--- src/rtl/hsid_mse_ctrl_if.sv ---
// MSE datapath link: element stream from the sequencer, per-reference results back from the MSE unit.
interface hsid_mse_ctrl_if #(
    parameter int WORD_WIDTH        = 32,
    parameter int HSP_LIBRARY_WIDTH = 6
);
    logic                         mse_clear;
    logic                         element_valid;
    logic                         element_start;
    logic                         element_last;
    logic [HSP_LIBRARY_WIDTH-1:0] vctr_ref;
    logic [WORD_WIDTH-1:0]        element_a;
    logic [WORD_WIDTH-1:0]        element_b;
    logic                         mse_valid;
    logic [HSP_LIBRARY_WIDTH-1:0] mse_ref;
    logic [WORD_WIDTH-1:0]        mse_value;

    modport master (
        output mse_clear, element_valid, element_start, element_last, vctr_ref,
               element_a, element_b,
        input  mse_valid, mse_ref, mse_value
    );

    modport slave (
        input  mse_clear, element_valid, element_start, element_last, vctr_ref,
               element_a, element_b,
        output mse_valid, mse_ref, mse_value
    );
endinterface

--- src/rtl/hsid_mse_ctrl.sv ---
// Sweeps one pixel against the spectral library through the MSE unit and keeps the minimum-MSE match.
// Optional HSID_MSE_CTRL_STATS_EN adds result_cnt / of_cnt outputs.
module hsid_mse_ctrl #(
    parameter int WORD_WIDTH        = 32,
    parameter int DATA_WIDTH        = 16,
    parameter int HSP_BANDS_WIDTH   = 8,
    parameter int HSP_LIBRARY_WIDTH = 6,
    parameter int DRAIN_CYCLES      = 6
) (
    input  logic                                      clk,
    input  logic                                      rst_n,
    input  logic                                      start,
    input  logic [HSP_BANDS_WIDTH-1:0]                hsi_bands,
    input  logic [HSP_LIBRARY_WIDTH-1:0]              library_size,
    output logic                                      busy,
    output logic                                      done,
    output logic                                      cfg_error,
    output logic                                      pix_rd_en,
    output logic [HSP_BANDS_WIDTH-2:0]                pix_rd_addr,
    input  logic [WORD_WIDTH-1:0]                     pix_rd_data,
    output logic                                      lib_rd_en,
    output logic [HSP_LIBRARY_WIDTH+HSP_BANDS_WIDTH-2:0] lib_rd_addr,
    input  logic [WORD_WIDTH-1:0]                     lib_rd_data,
    hsid_mse_ctrl_if.master                           mse,
    output logic [HSP_LIBRARY_WIDTH-1:0]              best_ref,
    output logic [WORD_WIDTH-1:0]                     best_mse,
    output logic                                      best_valid
`ifdef HSID_MSE_CTRL_STATS_EN
    ,
    output logic [HSP_LIBRARY_WIDTH:0]                result_cnt,
    output logic [HSP_LIBRARY_WIDTH:0]                of_cnt
`endif
);
    localparam int WI  = HSP_BANDS_WIDTH - 1;
    localparam int LW  = HSP_LIBRARY_WIDTH;
    localparam int LA  = HSP_LIBRARY_WIDTH + HSP_BANDS_WIDTH - 1;
    localparam int DCW = $clog2(DRAIN_CYCLES + 1);
    localparam int unsigned W_SHIFT = $clog2(WORD_WIDTH / DATA_WIDTH);

    typedef enum logic [2:0] {S_IDLE, S_CLEAR, S_STREAM, S_DRAIN, S_DONE} state_t;

    state_t          state, state_nxt;
    logic [WI-1:0]   w_q, word_idx, w_calc;
    logic [LW-1:0]   lib_size_q, ref_idx;
    logic [LA-1:0]   base;
    logic [DCW-1:0]  drain_cnt;
    logic            cfg_bad, word_last, ref_last, drain_end, collecting, res_strobe, take;

    assign w_calc     = WI'(hsi_bands >> W_SHIFT);
    assign cfg_bad    = (hsi_bands == '0) || hsi_bands[0] || (library_size == '0);
    assign word_last  = (word_idx == w_q - 1'b1);
    assign ref_last   = (ref_idx == lib_size_q - 1'b1);
    assign drain_end  = (drain_cnt == DCW'(DRAIN_CYCLES - 1));
    assign collecting = (state == S_STREAM) || (state == S_DRAIN);
    assign res_strobe = collecting && mse.mse_valid;
    // Strict less-than: on equal MSE the earlier (lower) reference is kept.
    assign take       = res_strobe && (!best_valid || (mse.mse_value < best_mse));

    assign pix_rd_addr   = word_idx;
    assign lib_rd_addr   = base + LA'(word_idx);
    assign mse.element_a = pix_rd_data;
    assign mse.element_b = lib_rd_data;

    always_ff @(posedge clk or negedge rst_n) begin
        if (!rst_n) state <= S_IDLE;
        else        state <= state_nxt;
    end

    always_comb begin
        state_nxt = state;
        unique case (state)
            S_IDLE:   if (start && !cfg_bad) state_nxt = S_CLEAR;
            S_CLEAR:  state_nxt = S_STREAM;
            S_STREAM: if (word_last && ref_last) state_nxt = S_DRAIN;
            S_DRAIN:  if (drain_end) state_nxt = S_DONE;
            S_DONE:   state_nxt = S_IDLE;
            default:  state_nxt = S_IDLE;
        endcase
    end

    always_comb begin
        busy          = 1'b0;
        done          = 1'b0;
        mse.mse_clear = 1'b0;
        pix_rd_en     = 1'b0;
        lib_rd_en     = 1'b0;
        unique case (state)
            S_CLEAR:  begin busy = 1'b1; mse.mse_clear = 1'b1; end
            S_STREAM: begin busy = 1'b1; pix_rd_en = 1'b1; lib_rd_en = 1'b1; end
            S_DRAIN:  busy = 1'b1;
            S_DONE:   done = 1'b1;
            default:  ;
        endcase
    end

`ifdef HSID_MSE_CTRL_STATS_EN
    logic [LW:0] result_cnt_nxt;
    assign result_cnt_nxt = result_cnt + {{LW{1'b0}}, res_strobe};

    always_ff @(posedge clk or negedge rst_n) begin
        if (!rst_n) begin
            result_cnt <= '0;
            of_cnt     <= '0;
        end else if (state == S_CLEAR) begin
            result_cnt <= '0;
            of_cnt     <= '0;
        end else begin
            result_cnt <= result_cnt_nxt;
            if (state == S_DRAIN && drain_end)
                of_cnt <= {1'b0, lib_size_q} - result_cnt_nxt;
        end
    end
`endif

    always_ff @(posedge clk or negedge rst_n) begin
        if (!rst_n) begin
            cfg_error         <= 1'b0;
            w_q               <= '0;
            lib_size_q        <= '0;
            word_idx          <= '0;
            ref_idx           <= '0;
            base              <= '0;
            drain_cnt         <= '0;
            mse.element_valid <= 1'b0;
            mse.element_start <= 1'b0;
            mse.element_last  <= 1'b0;
            mse.vctr_ref      <= '0;
            best_ref          <= '0;
            best_mse          <= '0;
            best_valid        <= 1'b0;
        end else begin
            cfg_error <= 1'b0;
            unique case (state)
                S_IDLE: if (start) begin
                    if (cfg_bad) begin
                        cfg_error <= 1'b1;
                    end else begin
                        w_q        <= w_calc;
                        lib_size_q <= library_size;
                    end
                end
                S_CLEAR: begin
                    word_idx   <= '0;
                    ref_idx    <= '0;
                    base       <= '0;
                    drain_cnt  <= '0;
                    best_ref   <= '0;
                    best_mse   <= '0;
                    best_valid <= 1'b0;
                end
                // Library base advances by W per vector, so no multiply is needed for the address.
                S_STREAM: if (word_last) begin
                    word_idx <= '0;
                    ref_idx  <= ref_idx + 1'b1;
                    base     <= base + LA'(w_q);
                end else begin
                    word_idx <= word_idx + 1'b1;
                end
                S_DRAIN: drain_cnt <= drain_cnt + 1'b1;
                default: ;
            endcase

            mse.element_valid <= (state == S_STREAM);
            mse.element_start <= (state == S_STREAM) && (word_idx == '0);
            mse.element_last  <= (state == S_STREAM) && word_last;
            mse.vctr_ref      <= (state == S_STREAM) ? ref_idx : '0;

            if (take) begin
                best_mse   <= mse.mse_value;
                best_ref   <= mse.mse_ref;
                best_valid <= 1'b1;
            end
        end
    end
endmodule

--- src/flat_wrapper.sv ---
// flat-port wrapper written by rule: the top's interface ports become plain ports
module hsid_mse_ctrl_flat 
#(
    parameter int WORD_WIDTH        = 32,
    parameter int DATA_WIDTH        = 16,
    parameter int HSP_BANDS_WIDTH   = 8,
    parameter int HSP_LIBRARY_WIDTH = 6,
    parameter int DRAIN_CYCLES      = 6
)
  (clk, rst_n, start, hsi_bands, library_size, busy, done, cfg_error, pix_rd_en, pix_rd_addr, pix_rd_data, lib_rd_en, lib_rd_addr, lib_rd_data, best_ref, best_mse, best_valid, mse_mse_clear, mse_element_valid, mse_element_start, mse_element_last, mse_vctr_ref, mse_element_a, mse_element_b, mse_mse_valid, mse_mse_ref, mse_mse_value);
  hsid_mse_ctrl_if #(.WORD_WIDTH(WORD_WIDTH), .HSP_LIBRARY_WIDTH(HSP_LIBRARY_WIDTH)) mse_i ();
  input  logic clk;
  input  logic rst_n;
  input  logic start;
  input  logic [HSP_BANDS_WIDTH-1:0] hsi_bands;
  input  logic [HSP_LIBRARY_WIDTH-1:0] library_size;
  output logic busy;
  output logic done;
  output logic cfg_error;
  output logic pix_rd_en;
  output logic [HSP_BANDS_WIDTH-2:0] pix_rd_addr;
  input  logic [WORD_WIDTH-1:0] pix_rd_data;
  output logic lib_rd_en;
  output logic [HSP_LIBRARY_WIDTH+HSP_BANDS_WIDTH-2:0] lib_rd_addr;
  input  logic [WORD_WIDTH-1:0] lib_rd_data;
  output logic [HSP_LIBRARY_WIDTH-1:0] best_ref;
  output logic [WORD_WIDTH-1:0] best_mse;
  output logic best_valid;
  output wire logic [$bits(mse_i.mse_clear)-1:0] mse_mse_clear;
  output wire logic [$bits(mse_i.element_valid)-1:0] mse_element_valid;
  output wire logic [$bits(mse_i.element_start)-1:0] mse_element_start;
  output wire logic [$bits(mse_i.element_last)-1:0] mse_element_last;
  output wire logic [$bits(mse_i.vctr_ref)-1:0] mse_vctr_ref;
  output wire logic [$bits(mse_i.element_a)-1:0] mse_element_a;
  output wire logic [$bits(mse_i.element_b)-1:0] mse_element_b;
  input wire logic [$bits(mse_i.mse_valid)-1:0] mse_mse_valid;
  input wire logic [$bits(mse_i.mse_ref)-1:0] mse_mse_ref;
  input wire logic [$bits(mse_i.mse_value)-1:0] mse_mse_value;
  assign mse_mse_clear = mse_i.mse_clear;
  assign mse_element_valid = mse_i.element_valid;
  assign mse_element_start = mse_i.element_start;
  assign mse_element_last = mse_i.element_last;
  assign mse_vctr_ref = mse_i.vctr_ref;
  assign mse_element_a = mse_i.element_a;
  assign mse_element_b = mse_i.element_b;
  assign mse_i.mse_valid = mse_mse_valid;
  assign mse_i.mse_ref = mse_mse_ref;
  assign mse_i.mse_value = mse_mse_value;
  hsid_mse_ctrl #(.WORD_WIDTH(WORD_WIDTH), .DATA_WIDTH(DATA_WIDTH), .HSP_BANDS_WIDTH(HSP_BANDS_WIDTH), .HSP_LIBRARY_WIDTH(HSP_LIBRARY_WIDTH), .DRAIN_CYCLES(DRAIN_CYCLES)) u_core (.clk(clk), .rst_n(rst_n), .start(start), .hsi_bands(hsi_bands), .library_size(library_size), .busy(busy), .done(done), .cfg_error(cfg_error), .pix_rd_en(pix_rd_en), .pix_rd_addr(pix_rd_addr), .pix_rd_data(pix_rd_data), .lib_rd_en(lib_rd_en), .lib_rd_addr(lib_rd_addr), .lib_rd_data(lib_rd_data), .mse(mse_i), .best_ref(best_ref), .best_mse(best_mse), .best_valid(best_valid));
endmodule
--- config.mk ---
export PLATFORM = sky130hd
export DESIGN_NAME = hsid_mse_ctrl_flat
export DESIGN_NICKNAME = d
export VERILOG_FILES = /design/src/rtl/hsid_mse_ctrl_if.sv /design/src/rtl/hsid_mse_ctrl.sv /design/src/flat_wrapper.sv
export SDC_FILE = /design/constraint.sdc
export NUM_CORES = 1
export LEC_CHECK = 0
export BUFFER_PORTS_ARGS = -buffer_cell sky130_fd_sc_hd__buf_2
export CAP_MARGIN = 5
export CORE_MARGIN = 1
export CORE_UTILIZATION = 50
export CTS_BUF_LIST = sky130_fd_sc_hd__clkbuf_4
export CTS_CLUSTER_DIAMETER = 100
export DETAILED_ROUTE_END_ITERATION = 6
export HOLD_SLACK_MARGIN = 0.03
export PLACE_DENSITY = 0.83
export REMOVE_ABC_BUFFERS = 1
export SKIP_LAST_GASP = 1
export SYNTH_ARGS = -nofsm -noshare
export SYNTH_HDL_FRONTEND = slang
export SYNTH_SLANG_ARGS = --single-unit
--- constraint.sdc ---
create_clock -name clk -period 3.4 [get_ports clk]
set_input_delay 0.17 -clock clk [delete_from_list [all_inputs] [get_ports clk]]
set_output_delay 0.17 -clock clk [all_outputs]
set_load 0.005 [all_outputs]
==> impl_metrics.tcl <==
set metrics [dict create \
    status "completed" \
    gp_congestion 0.933 \
    grt_pass1_vias 5561 \
    core_um2 12100 \
    p_per_area_nw_per_um2 459 \
    cts_tree "done" \
    synth-edff-count 0 \
    critPathLaunchType "register" \
    numCtsBuffers 9 \
    dieArea_um2 13000 \
    min_from "mse_mse_valid" \
    setup_viol 0 \
    ys_seq_elements 94 \
    combPwrFrac 0.376 \
    cp_max_fo 8 \
    setup_tns_ns 0 \
    worst_ep_required_time_ns 3.23 \
    rrSetupSlack_ns 0.34 \
    finalWirelength_um 22200 \
    ios 258 \
    grt_pass1_wl_um 33200 \
    fin_crit_sh 0.929 \
    synth_cells 641 \
    hold_class "in2reg" \
    die_y_um 114 \
    die_w_um 114 \
    min_to "u_core.best_valid" \
    relSlewSlack 0.184 \
    grt_max_degree 38 \
    p_sw_mw 1.22 \
    synth.most_common_cell "dfrtp_1" \
    drt_iter0_drc 380 \
    timing.rr.start "u_core.best_mse[1]" \
    end_kind "primary output" \
    maxCapViolCount 0 \
    arrival_ns 2.99 \
    grt-ovfl-total 0 \
    drive_gt1_frac 0.241 \
    rsz0062_at_grt "no" \
    hold_viol_final 0 \
    p_leak_nw 3.64 \
    max_clock_freq_ghz 0.317 \
    setup_ws_ns 0.241 \
    vias 5501 \
    p_int_mw 2.11 \
    syn-cell-area_um2 6260 \
    slew_violations 0 \
    switching_share 0.366 \
    htree_num_levels 3 \
    syn_to_final_growth_pct 15.8 \
    row_count 40 \
    syn-mean-instance-area_um2 9.77 \
    async_flop_share 1.00 \
    clock-sinks 94 \
    worstMarginPinSlew_ns 1.22 \
    routedWlPerCell_um 23.9 \
    nNetsFinal 927 \
    ys_top_cells_by_count "94 x dfrtp_1, 65 x buf_4, 60 x inv_1" \
    power.share.clock 0.169 \
    post-cts-setup-buffers 0 \
    cts_buffer_depth 2 \
    drtPass1Iterations 5 \
    synth_top_area_frac 0.376 \
    vdd_drop_max_mv 0.167 \
    holdPathStages 4 \
    path_class "reg2out" \
    initial_core_util 0.517 \
    clk_pin_slew_ns 0.16 \
    holdWs_ns 0.114 \
    yosysWarnings 0 \
    drc 0 \
    p_total_mw 3.33 \
    antenna_left 0 \
    dp_hpwl_um 17000 \
    pre_cts_ws_ns 0.513 \
    synth_top_area_cell "dfrtp_1" \
    r2r_cells 8 \
    seq_area_frac_synth 0.376 \
    clk_latency_ns 0.48 \
    min_period_ns 3.16 \
    skew_ns 0.0224 \
    seqPwrFrac 0.455 \
    r2r_end "u_core.best_ref[0]" \
    grtUsageTotal 0.352 \
    yosys_most_used_dff "dfrtp_1" \
    clock_tree.root_cell "clkbuf_4" \
    antenna_cells 0 \
    antenna_found_initial 0 \
    synth_cell_types 68 \
    ys_top_cells_by_area "dfrtp_1 38%, ha_1 10%, buf_4 7.8%, a32o_1 5.3%, inv_1 3.6%" \
    routed_via_density 5.94 \
    portBuffers 129 \
]
[what timing repair did]
action,in CTS,in global routing
endpoints found under the hold margin,87,0
setup endpoints to repair,0,3
hold buffers,54,0
resized for setup,0,1
[power by group through the flow]
stage / clock network, mW / registers (mW) / logic [mW]
floorplan: 0 / 1.52 / 0.657
global placement: 0 / 1.50 / 1.11
detailed placement: 0 / 1.53 / 1.17
CTS: 0.573 / 1.50 / 1.22
global route: 0.629 / 1.54 / 1.39
finish: 0.563 / 1.52 / 1.25
[worst max-delay path by stage]
stage                                      from            endpoint  slack, ns
after floorplan             u_core.best_mse[23]  u_core.best_ref[0]       0.62
after global placement      u_core.best_mse[23]  u_core.best_ref[5]       0.69
after detailed placement          u_core.w_q[1]     u_core.base[10]       0.51
after CTS                 u_core.pix_rd_addr[0]     lib_rd_addr[12]       0.20
after global routing      u_core.pix_rd_addr[1]     lib_rd_addr[12]       0.04
final                     u_core.pix_rd_addr[1]     lib_rd_addr[12]       0.24
[cell type report]
| type | count | area, µm² |
|---|---|---|
| repair buffers | 190 | 1240 |
| multi-input cells | 395 | 3090 |
| flip-flops and latches | 94 | 2350 |
| clock inverters | 7 | 48.8 |
| inverters | 63 | 236 |
| fillers | 1034 | 4860 |
| well taps | 168 | 210 |
| clock buffers | 9 | 67.6 |
[flip-flops by register name, indices dropped and copies added (netlist names), 6 cells and up]
name and flops:
u_core.mse.vctr_ref 6, u_core.best_ref 6, u_core.best_mse 32, u_core.ref_idx 6, u_core.base 13, u_core.pix_rd_addr 7
u_core.w_q 7, u_core.lib_size_q 6
[layer usage]
metal | up-vias | global-route usage | part of all wire
li1 | 2475 | - | -
met1 | 2609 | 0.353 | 0.33
met2 | 350 | 0.523 | 0.43
met3 | 59 | 0.234 | 0.16
met4 | 8 | 0.217 | 0.066
met5 | - | 0.176 | 0.013
[layout by cell type (no fill, tap or decap), types with 9 or more instances in the layout]
cell | netlist | final
inv_1 | 60 | 60
mux2_2 | 14 | 14
nor2_1 | 24 | 24
ha_1 | 52 | 52
buf_2 | 5 | 128
xnor2_1 | 16 | 16
clkbuf_4 | 0 | 9
nor3_1 | 11 | 11
mux2i_1 | 10 | 10
a32o_1 | 33 | 33
nand2_1 | 40 | 40
nand3_1 | 11 | 11
dfrtp_1 | 94 | 93
a21oi_1 | 23 | 23
xor2_1 | 11 | 11
o21ai_0 | 18 | 18
dlygate4sd3_1 | 0 | 54
[metrics by stage]
| stage | util | area [µm²] | cells |
|---|---|---|---|
| floorplan | - | 5680 | 552 |
| global placement | 0.544 | 6590 | 856 |
| detailed placement | 0.544 | 6590 | 856 |
| global route | 0.599 | 7250 | 926 |
| CTS | 0.599 | 7250 | 926 |
| finish | 0.599 | 7250 | 926 |
[logic make-up after synthesis]
| group | share of synthesized area |
|---|---|
| XOR/XNOR | 0.0378 |
| buffers and inverters | 0.131 |
| adder cells (fa/ha/maj) | 0.110 |
| AO/OA/AOI/OAI | 0.171 |
| AND/OR/NAND/NOR | 0.132 |
| flip-flops | 0.376 |
| multiplexers | 0.0412 |
[worst max-delay path, cell delays in order, from the launching register on]
cell	delay [ns]
dfrtp_1	0.54
inv_1	0.14
fa_1	0.47
nor2b_1	0.12
o21ai_0	0.12
a21boi_0	0.26
o21ai_0	0.25
a211oi_1	0.31
xor2_1	0.18
buf_2	0.14
(Power assumes the default switching activity.)
